==> config.mk <==
export PLATFORM = sky130hd
export DESIGN_NAME = decode_issue
export DESIGN_NICKNAME = d
export VERILOG_FILES = /design/src/rtl/lc3_pkg.sv /design/src/rtl/lc3_scoreboard.sv /design/src/rtl/decode_issue.sv
export SDC_FILE = /design/constraint.sdc
export NUM_CORES = 1
export LEC_CHECK = 0
export BUFFER_PORTS_ARGS = -buffer_cell sky130_fd_sc_hd__buf_2
export CAP_MARGIN = 20
export CORE_ASPECT_RATIO = 1.4
export CORE_MARGIN = 1.5
export CORE_UTILIZATION = 23
export CTS_CLUSTER_SIZE = 10
export DETAILED_ROUTE_END_ITERATION = 10
export GPL_TIMING_DRIVEN = 0
export MAX_ROUTING_LAYER = met4
export PLACE_DENSITY = 0.47
export SKIP_LAST_GASP = 1
export SYNTH_ARGS = -nofsm -noshare
export SYNTH_HDL_FRONTEND = slang
export SYNTH_HIERARCHICAL = 1
export SYNTH_SLANG_ARGS = --single-unit
export TNS_END_PERCENT = 10
==> constraint.sdc <==
create_clock -name clk -period 8.5 [get_ports clk]
set_clock_uncertainty 0.1 [all_clocks]
set_input_delay 0.425 -clock clk [delete_from_list [all_inputs] [get_ports clk]]
set_output_delay 0.425 -clock clk [all_outputs]
set_load 0.005 [all_outputs]
==> src/rtl/lc3_pkg.sv <==
// Shared LC3 opcode encodings, writeback-source select and register count.
package lc3_pkg;

   localparam int unsigned NREG = 8;

   localparam logic [3:0] OP_BR   = 4'd0;
   localparam logic [3:0] OP_ADD  = 4'd1;
   localparam logic [3:0] OP_LD   = 4'd2;
   localparam logic [3:0] OP_ST   = 4'd3;
   localparam logic [3:0] OP_JSR  = 4'd4;
   localparam logic [3:0] OP_AND  = 4'd5;
   localparam logic [3:0] OP_LDR  = 4'd6;
   localparam logic [3:0] OP_STR  = 4'd7;
   localparam logic [3:0] OP_RTI  = 4'd8;
   localparam logic [3:0] OP_NOT  = 4'd9;
   localparam logic [3:0] OP_LDI  = 4'd10;
   localparam logic [3:0] OP_STI  = 4'd11;
   localparam logic [3:0] OP_JMP  = 4'd12;
   localparam logic [3:0] OP_RES  = 4'd13;
   localparam logic [3:0] OP_LEA  = 4'd14;
   localparam logic [3:0] OP_TRAP = 4'd15;

   // Writeback data source select consumed by the writeback stage.
   typedef enum logic [1:0] {
      W_ALU = 2'd0,
      W_MEM = 2'd1,
      W_PC  = 2'd2
   } w_ctrl_e;

endpackage

==> src/rtl/lc3_scoreboard.sv <==
// Pending-write scoreboard: one busy bit per architectural register.
module lc3_scoreboard
   import lc3_pkg::*;
#(
   parameter int unsigned NREG      = lc3_pkg::NREG,
   parameter bit          WB_BYPASS = 1'b1
) (
   input  logic            clk,
   input  logic            rst,
   input  logic            wb_valid,
   input  logic [2:0]      wb_dr,
   input  logic            set_en,
   input  logic [2:0]      set_dr,
   output logic [NREG-1:0] busy,
   output logic [NREG-1:0] sb_eff
);

   logic [NREG-1:0] busy_q;
   logic [NREG-1:0] busy_d;
   logic [NREG-1:0] clr;
   logic [NREG-1:0] set;
   logic [NREG-1:0] one;

   assign one = {{(NREG-1){1'b0}}, 1'b1};

   // Decode the retiring and newly-issued destinations into one-hot masks.
   always_comb begin
      clr = '0;
      set = '0;
      if (wb_valid) clr = one << wb_dr;
      if (set_en)   set = one << set_dr;
   end

   // Set is applied after clear so a freshly issued write to the retiring
   // register stays pending.
   always_comb begin
      busy_d = (busy_q & ~clr) | set;
   end

   // Hazard view: with bypass, a same-cycle retire already frees the register.
   always_comb begin
      if (WB_BYPASS) sb_eff = busy_q & ~clr;
      else           sb_eff = busy_q;
   end

   // Busy register; reset discards every pending write.
   always_ff @(posedge clk) begin
      if (rst) busy_q <= '0;
      else     busy_q <= busy_d;
   end

   assign busy = busy_q;

endmodule

==> src/rtl/decode_issue.sv <==
// LC3 decode/issue stage: decodes register fields, stalls on scoreboard
// hazards and holds one registered output slot behind a valid/ready handshake.
module decode_issue
   import lc3_pkg::*;
#(
   parameter int unsigned NREG      = lc3_pkg::NREG,
   parameter bit          WB_BYPASS = 1'b1
) (
   input  logic            clk,
   input  logic            rst,
   input  logic            in_valid,
   output logic            in_ready,
   input  logic [15:0]     in_ir,
   input  logic [15:0]     in_npc,
   output logic            out_valid,
   input  logic            out_ready,
   output logic [15:0]     out_ir,
   output logic [15:0]     out_npc,
   output logic [2:0]      out_sr1,
   output logic [2:0]      out_sr2,
   output logic [2:0]      out_dr,
   output logic [1:0]      out_W_Control,
   output logic            out_wb_en,
   output logic            out_illegal,
   input  logic            wb_valid,
   input  logic [2:0]      wb_dr,
   output logic [NREG-1:0] busy_mask
);

   logic [3:0]      op;
   logic [2:0]      dec_sr1;
   logic [2:0]      dec_sr2;
   logic [2:0]      dec_dr;
   logic            sr1_used;
   logic            sr2_used;
   logic            dec_wb_en;
   logic            dec_illegal;
   logic            is_br;
   w_ctrl_e         dec_w;
   logic [NREG-1:0] sb_eff;
   logic            hazard;
   logic            accept;

   assign op = in_ir[15:12];

   // Field decode; unused index fields are forced to zero.
   always_comb begin
      dec_sr1     = 3'd0;
      dec_sr2     = 3'd0;
      dec_dr      = 3'd0;
      sr1_used    = 1'b0;
      sr2_used    = 1'b0;
      dec_wb_en   = 1'b0;
      dec_illegal = 1'b0;
      is_br       = 1'b0;
      dec_w       = W_ALU;
      case (op)
         OP_ADD, OP_AND: begin
            dec_dr    = in_ir[11:9];
            dec_sr1   = in_ir[8:6];
            sr1_used  = 1'b1;
            dec_wb_en = 1'b1;
            if (!in_ir[5]) begin
               dec_sr2  = in_ir[2:0];
               sr2_used = 1'b1;
            end
         end
         OP_NOT: begin
            dec_dr    = in_ir[11:9];
            dec_sr1   = in_ir[8:6];
            sr1_used  = 1'b1;
            dec_wb_en = 1'b1;
         end
         OP_LD, OP_LDI: begin
            dec_dr    = in_ir[11:9];
            dec_wb_en = 1'b1;
            dec_w     = W_MEM;
         end
         OP_LDR: begin
            dec_dr    = in_ir[11:9];
            dec_sr1   = in_ir[8:6];
            sr1_used  = 1'b1;
            dec_wb_en = 1'b1;
            dec_w     = W_MEM;
         end
         OP_LEA: begin
            dec_dr    = in_ir[11:9];
            dec_wb_en = 1'b1;
            dec_w     = W_PC;
         end
         OP_ST, OP_STI: begin
            dec_sr2  = in_ir[11:9];
            sr2_used = 1'b1;
         end
         OP_STR: begin
            dec_sr1  = in_ir[8:6];
            dec_sr2  = in_ir[11:9];
            sr1_used = 1'b1;
            sr2_used = 1'b1;
         end
         OP_JMP: begin
            dec_sr1  = in_ir[8:6];
            sr1_used = 1'b1;
         end
         OP_BR: begin
            is_br = 1'b1;
         end
         default: begin
            dec_illegal = 1'b1;
         end
      endcase
   end

   lc3_scoreboard #(
      .NREG      (NREG),
      .WB_BYPASS (WB_BYPASS)
   ) u_scoreboard (
      .clk      (clk),
      .rst      (rst),
      .wb_valid (wb_valid),
      .wb_dr    (wb_dr),
      .set_en   (accept && dec_wb_en),
      .set_dr   (dec_dr),
      .busy     (busy_mask),
      .sb_eff   (sb_eff)
   );

   // RAW on used sources, WAW on the destination, and BR waits for any
   // pending write because every write also updates the condition codes.
   always_comb begin
      hazard = 1'b0;
      if (in_valid) begin
         if (sr1_used && sb_eff[dec_sr1]) hazard = 1'b1;
         if (sr2_used && sb_eff[dec_sr2]) hazard = 1'b1;
         if (dec_wb_en && sb_eff[dec_dr]) hazard = 1'b1;
         if (is_br && (|sb_eff))          hazard = 1'b1;
      end
   end

   assign in_ready = (!out_valid || out_ready) && !hazard;
   assign accept   = in_valid && in_ready;

   // Output slot: load on accept, drain when consumed, otherwise hold.
   always_ff @(posedge clk) begin
      if (rst) begin
         out_valid     <= 1'b0;
         out_ir        <= 16'd0;
         out_npc       <= 16'd0;
         out_sr1       <= 3'd0;
         out_sr2       <= 3'd0;
         out_dr        <= 3'd0;
         out_W_Control <= 2'd0;
         out_wb_en     <= 1'b0;
         out_illegal   <= 1'b0;
      end else if (accept) begin
         out_valid     <= 1'b1;
         out_ir        <= in_ir;
         out_npc       <= in_npc;
         out_sr1       <= dec_sr1;
         out_sr2       <= dec_sr2;
         out_dr        <= dec_dr;
         out_W_Control <= dec_w;
         out_wb_en     <= dec_wb_en;
         out_illegal   <= dec_illegal;
      end else if (out_valid && out_ready) begin
         out_valid <= 1'b0;
      end
   end

endmodule

==> results.json, run 1 <==
{
  "status": "complete, no violations",
  "clockRootBuffer": "clkbuf_16",
  "ant_nets": 0,
  "gp_congestion": 0.815,
  "ys_ff_latch": 54,
  "drt_iter0_drc": 114,
  "period_share_pct": 39.9,
  "crit_chain": "buf_2 -> nor4b_1 -> nor2b_1 -> or4_1 -> o21ai_0 -> o221a_2 -> and4_1 -> buf_6 -> buf_12 -> and2_1 -> or4b_1 -> o22ai_1",
  "fmax_ghz": 0.295,
  "drv_cap": 0,
  "cts_buffers": 5,
  "fp.coreArea_um2": 12800,
  "insertion_delay_ns": 0.30,
  "tightest_slew_ns": 0.478,
  "diodes": 0,
  "synth-main-ff-cell": "dfxtp_1",
  "hpwl_um": 6560,
  "ff2ff_setup_slack_ns": 5.46,
  "rr_startpoint": "u_scoreboard/busy[4]",
  "fin_crit_ns": 3.39,
  "synth-seq-area-share_pct": 36.2,
  "hold_path_class": "in2reg",
  "power.density_nw_per_um2": 159,
  "final_common_cell": "buf_2",
  "routedWlPerCell_um": 15.0,
  "grt_pass1_vias": 2485,
  "fp.dieH_um": 138,
  "worstSetupEndpoint": "u_scoreboard/busy[0]",
  "route.detailed.drc": 0,
  "wirelength_um": 8350,
  "firstDrtPassIters": 4,
  "yosys.area.top_type": "dfxtp_1",
  "cp.depth": 12,
  "required_ns": 8.63,
  "synth_top_area_share_pct": 36.2,
  "fin_util_pct": 29.7,
  "critPathMaxFanout": 10,
  "hold_viol_final": 0,
  "vias": 2544,
  "postSynthAreaPerCell_um2": 9.86,
  "leakagePower_uw": 0.00167,
  "syn2layout_area_growth_pct": 26.9,
  "htreeDepth": 2,
  "reg2reg_to": "u_scoreboard/busy[0]",
  "grt_max_degree": 17,
  "worst_ep_arrival_time_ns": 3.52,
  "maxSlewViolCount": 0,
  "cts_sinks": 54,
  "cts_resized": 0,
  "grt_setup_unrepaired": "false",
  "num_io_pins": 95,
  "cpPeakStageDelay_ns": 0.54,
  "r2r_cells": 10,
  "clk_pin_slew_ns": 0.07,
  "fin_nets": 442,
  "die_x_um": 99.3,
  "worstSetupEndpointType": "flip-flop",
  "path_class": "in2reg",
  "hold_buffers": 0,
  "grt_pass1_wl_um": 13000,
  "async_reset_ff_share_pct": 0,
  "fin_tns_setup_ns": 0,
  "cp_slowest_cell": "or4_1",
  "ys_types": 44,
  "finalSetupViolCount": 0,
  "slew_headroom_pct": 68.1,
  "drive_above_1_share_pct": 29.8,
  "syn_nets": 343,
  "synthTopCellsByArea": "dfxtp_1 36%, nand2b_1 17%, mux2i_1 15%",
  "numPortBuffers": 92,
  "crit_path_start_kind": "primary input",
  "synth_area_um2": 2990,
  "cp_top_family": "simple AND/OR/NAND/NOR gates",
  "layout_common_cells": "95 x buf_2, 79 x nand2b_1, 54 x dfxtp_1",
  "initial_utilization_pct": 23.4,
  "cp-startpoint": "wb_dr[2]",
  "ys_warn_count": 6,
  "grt_antenna_before_repair": 0,
  "cts_buffer_depth": 2,
  "via_per_inst": 4.58,
  "num_rows": 49,
  "synthCells": 303,
  "post_cts_buffers": 0,
  "synth-edff-count": 0,
  "ir_drop_uv": 83.5,
  "grt_overflow": 0,
  "die_area_um2": 13700,
  "path_buf_inv": 3,
  "track_usage_pct": 12.8,
  "cts_tree": "done"
}
==> worst min-delay path: cells and delay by family <==
kind	cells	cell delay (ns)
buf+inv	1	0.09
simple gates	1	0.05
mux	1	0.06
==> Yosys cell counts, types with 2 or more instances <==
| cell | count |
|---|---|
| nand2b_1 | 79 |
| dfxtp_1 | 54 |
| mux2i_1 | 44 |
| nor2b_1 | 14 |
| nand2_1 | 11 |
| clkbuf_1 | 10 |
| and2_1 | 9 |
| nand4b_1 | 6 |
| mux4_2 | 5 |
| nand3_1 | 5 |
| nor2_1 | 5 |
| o22ai_1 | 5 |
| mux2_1 | 4 |
| o2bb2ai_1 | 4 |
| a21oi_1 | 3 |
| buf_12 | 3 |
| buf_2 | 3 |
| nand4_1 | 3 |
| nand4bb_1 | 3 |
| nor4bb_1 | 3 |
| o21ai_0 | 3 |
| inv_1 | 2 |
| mux2_2 | 2 |
| o211ai_1 | 2 |
| or4_1 | 2 |
==> how the worst min path moves through the flow <==
stage	startpoint	to	slack, ns	cells after the start
after floorplan	out_ir[0]	out_ir[0]	0.36	2
after global placement	out_npc[2]	out_npc[2]	0.36	2
after detailed placement	out_sr2[2]	out_sr2[2]	0.36	2
after CTS	in_npc[2]	out_npc[2]	0.28	3
after global routing	in_ir[3]	out_ir[3]	0.28	3
final	in_npc[2]	out_npc[2]	0.28	3
==> per-layer routing <==
layer	GRT usage (%)	vias to the layer above	part of all wire [%]
met4	4.23	0	1.6
li1	-	1255	-
met3	2.49	8	4.2
met5	-	-	0
met2	22.2	69	51
met1	14.7	1212	44
==> flip-flops by register name, summed over array words and instances, names as in the netlist <==
register and cells:
out_sr2 3, out_npc 16, out_illegal 1, out_valid 1
out_ir 16, out_dr 3, out_W_Control 2, u_scoreboard/busy 8
out_wb_en 1, out_sr1 3
==> where the power goes <==
| group | total [uW] | switching, uW | leakage (uW) | internal, uW |
|---|---|---|---|---|
| Sequential | 276 | 7.58 | 0.000442 | 268 |
| Combinational | 111 | 55.5 | 0.00116 | 55.1 |
| Clock | 218 | 99.1 | 0.0000745 | 119 |
| Total | 604 | 162 | 0.00167 | 442 |
==> cell type report <==
type / instances / area, um2
Clock buffer: 7 / 143
Sequential cell: 54 / 1080
Multi-Input combinational cell: 228 / 1770
Buffer: 18 / 128
Clock inverter: 1 / 8.76
Inverter: 3 / 11.3
Tap cell: 153 / 191
Fill cell: 1401 / 8960
Timing Repair Buffer: 92 / 460
==> logic make-up (layout without fill, tap and decap cells) <==
kind of cell           Yosys count  after routing  synth area share [%]
AO/OA/AOI/OAI                   24             24                  6.12
multiplexers                    55             55                  20.8
XOR/XNOR                         1              1                 0.293
buffers and inverters           21            121                  4.65
flip-flops                      54             54                  36.2
AND/OR/NAND/NOR                148            148                  32.0
==> per-stage QoR <==
step	cells	setup WS (ns)	hold slack, ns	total power (uW)	cell area (um2)
after floorplan	303	5.29	0.365	348	2990
after global placement	548	4.78	0.356	393	3640
after detailed placement	548	4.77	0.361	395	3640
after CTS	556	5.09	0.276	618	3790
after global routing	556	4.91	0.284	639	3790
final	556	5.11	0.283	604	3790
No activity file was read; power rests on OpenSTA's default activity.
==> run 2: changes to the inputs <==
--- a/config.mk
+++ b/config.mk
@@ -5,6 +5,7 @@
 export SDC_FILE = /design/constraint.sdc
 export NUM_CORES = 1
 export LEC_CHECK = 0
+export ABC_AREA = 1
 export BUFFER_PORTS_ARGS = -buffer_cell sky130_fd_sc_hd__buf_2
 export CAP_MARGIN = 20
 export CORE_ASPECT_RATIO = 1.4
@@ -14,7 +15,7 @@
 export DETAILED_ROUTE_END_ITERATION = 10
 export GPL_TIMING_DRIVEN = 0
 export MAX_ROUTING_LAYER = met4
-export PLACE_DENSITY = 0.47
+export PLACE_DENSITY = 0.48
 export SKIP_LAST_GASP = 1
 export SYNTH_ARGS = -nofsm -noshare
 export SYNTH_HDL_FRONTEND = slang
==> constraint.sdc (replaced) <==
create_clock -name clk -period 3.31 [get_ports clk]
set_clock_uncertainty 0.1 [all_clocks]
set_input_delay 0.1655 -clock clk [delete_from_list [all_inputs] [get_ports clk]]
set_output_delay 0.1655 -clock clk [all_outputs]
set_load 0.005 [all_outputs]
==> results.json, run 2 <==
{
  "route.detailed.drc": 0,
  "synth-edff-count": 0,
  "synth_area_um2": 2800,
  "insertion_delay_ns": 0.30,
  "num_rows": 47,
  "vias": 3012,
  "initial_utilization_pct": 23.7,
  "post_cts_buffers": 0,
  "synth-seq-area-share_pct": 38.6,
  "postSynthAreaPerCell_um2": 5.89,
  "power.density_nw_per_um2": 464,
  "htreeDepth": 2,
  "grt_setup_unrepaired": "false",
  "synth_common_cells": "143 x nand2_1, 109 x nor2_1, 86 x inv_1, 54 x dfxtp_1, 23 x nand3_1",
  "synth_top_area_share_pct": 38.6,
  "cts_sinks": 54,
  "dpl-instance-area_um2": 3450,
  "synthTopCellsByArea": "dfxtp_1 39%, nand2_1 19%, nor2_1 15%",
  "nFillCells": 1345,
  "crit_path_start_kind": "flip-flop",
  "min_from": "in_npc[7]",
  "path_class": "reg2reg",
  "worst_hold_slack_ns": 0.000971,
  "crit_chain": "o21ai_0 -> inv_1 -> inv_1 -> nand4_1 -> o21ai_0 -> o21ai_0 -> inv_1 -> nand2_1 -> nor2_1 -> nand4_2 -> clkbuf_1 -> nor2_1 -> nor2_1",
  "layout_common_cells": "143 x nand2_1, 109 x nor2_1, 100 x buf_2",
  "finalSetupViolCount": 0,
  "wirelength_um": 8310,
  "hpwl_um": 6570,
  "synth-main-ff-cell": "dfxtp_1",
  "ys_warn_count": 6,
  "grt_pass1_vias": 2836,
  "ys_types": 22,
  "fin_tns_setup_ns": 0,
  "via_per_inst": 4.07,
  "fin_crit_ns": 2.19,
  "cts_buffers": 5,
  "grt_pass1_wl_um": 13100,
  "track_usage_pct": 13.6,
  "syn2layout_area_growth_pct": 35.1,
  "cp-startpoint": "u_scoreboard/busy[7]",
  "die_area_um2": 12800,
  "synthCells": 475,
  "cp_slowest_cell": "dfxtp_1",
  "hold_viol_final": 0,
  "num_io_pins": 95,
  "grt_max_degree": 17,
  "clk_pin_slew_ns": 0.07,
  "drt_iter0_drc": 63,
  "cts_resized": 0,
  "worstSetupEndpointType": "flip-flop",
  "yosys.area.top_type": "dfxtp_1",
  "cts_buffer_depth": 2,
  "rr_startpoint": "u_scoreboard/busy[7]",
  "drive_above_1_share_pct": 20.4,
  "diodes": 0,
  "hold_path_class": "in2reg",
  "cp_top_family": "simple AND/OR/NAND/NOR gates",
  "period_share_pct": 66.2,
  "path_buf_inv": 4,
  "hold_buffers": 16,
  "cpPeakStageDelay_ns": 0.31,
  "maxSlewViolCount": 0,
  "drv_cap": 0,
  "final_common_cell": "nand2_1",
  "worst_ep_arrival_time_ns": 2.29,
  "fp.dieH_um": 133,
  "required_ns": 3.41,
  "grt_overflow": 0,
  "die_x_um": 96.2,
  "fmax_ghz": 0.456,
  "syn_nets": 515,
  "tightest_slew_ns": 0.469,
  "post-route-cell-area_um2": 3780,
  "ir_drop_uv": 191,
  "fin_nets": 632,
  "synth.most_common_cell": "nand2_1",
  "cts_tree": "done",
  "status": "complete, no violations",
  "ant_nets": 0,
  "critPathMaxFanout": 10,
  "leakagePower_uw": 0.00216,
  "clockRootBuffer": "clkbuf_16",
  "firstDrtPassIters": 4,
  "slew_headroom_pct": 68.5,
  "gp_congestion": 0.813,
  "ys_ff_latch": 54,
  "grt_antenna_before_repair": 0,
  "async_reset_ff_share_pct": 0,
  "routedWlPerCell_um": 11.2,
  "fp.coreArea_um2": 11800,
  "numPortBuffers": 94
}
==> run 2: changes by cell type in the layout (fill, tap and decap cells not counted), moves of 9 or more <==
cell | before | now
nand2_1 | 11 | 143
nor2_1 | 5 | 109
inv_1 | 2 | 86
nand2b_1 | 79 | 0
mux2i_1 | 44 | 0
nand3_1 | 5 | 23
dlygate4sd3_1 | 0 | 16
nor2b_1 | 14 | 0
a21oi_1 | 3 | 14
and2_1 | 9 | 0
==> run 2: cells by family (layout without fill, tap and decap cells) <==
family          after synthesis  in the layout  synth area share (%)
compound gates               21             21                  3.89
buf+inv                     104            222                  14.2
flops                        54             54                  38.6
simple gates                296            296                  43.2
==> run 2: final cells by class <==
cell class	count	area [um2]	area share, %
clock buffer	6	129	3.41
tap	147	184	4.87
multi-input combinational	317	1320	34.9
clock inverter	2	37.5	0.993
sequential	54	1080	28.6
buffer	14	60.1	1.59
inverter	90	338	8.94
timing repair buffer	110	631	16.7
==> run 2: power by group <==
group | internal (uW) | leakage (uW) | switching [uW]
clock | 358 | 0.0000771 | 242
combinational | 164 | 0.00164 | 242
sequential | 716 | 0.000445 | 29.8
total | 1240 | 0.00216 | 514
==> run 2: worst paths after layout <==
path,endpoint,slack [ns],cells after the start
max,out_npc[4],1.12,13
min,out_npc[7],0.001,3
max reg2reg,out_npc[4],1.12,13
min reg2reg,out_wb_en,0.36,2
==> run 2: layer usage <==
metal	GRT usage, %	wire [um]	vias up	share of wire [%]
li1	-	-	1635	-
met1	14.4	3430	1302	41
met2	24.9	4350	67	52
met3	2.63	382	8	4.6
met4	4.25	138	0	1.7
met5	-	0	-	0
==> run 2: metrics by stage <==
step / power, uW / instances / setup slack (ns) / util [%]
finish: 1750 / 740 / 1.12 / 32.0
global route: 1860 / 740 / 0.839 / 32.0
CTS: 1780 / 740 / 1.07 / 32.0
detailed placement: 1160 / 716 / 0.829 / 29.2
global placement: 1160 / 716 / 0.819 / 29.2
floorplan: 996 / 475 / 1.49 / -
==> run 2: worst reg2reg max path, cell delays in order, from the launching register on <==
cell and delay (ns):
dfxtp_1 0.31, o21ai_0 0.10, inv_1 0.11, inv_1 0.11, nand4_1 0.09, o21ai_0 0.16
o21ai_0 0.11, inv_1 0.08, nand2_1 0.05, nor2_1 0.12, nand4_2 0.22, clkbuf_1 0.32
nor2_1 0.16, nor2_1 0.06
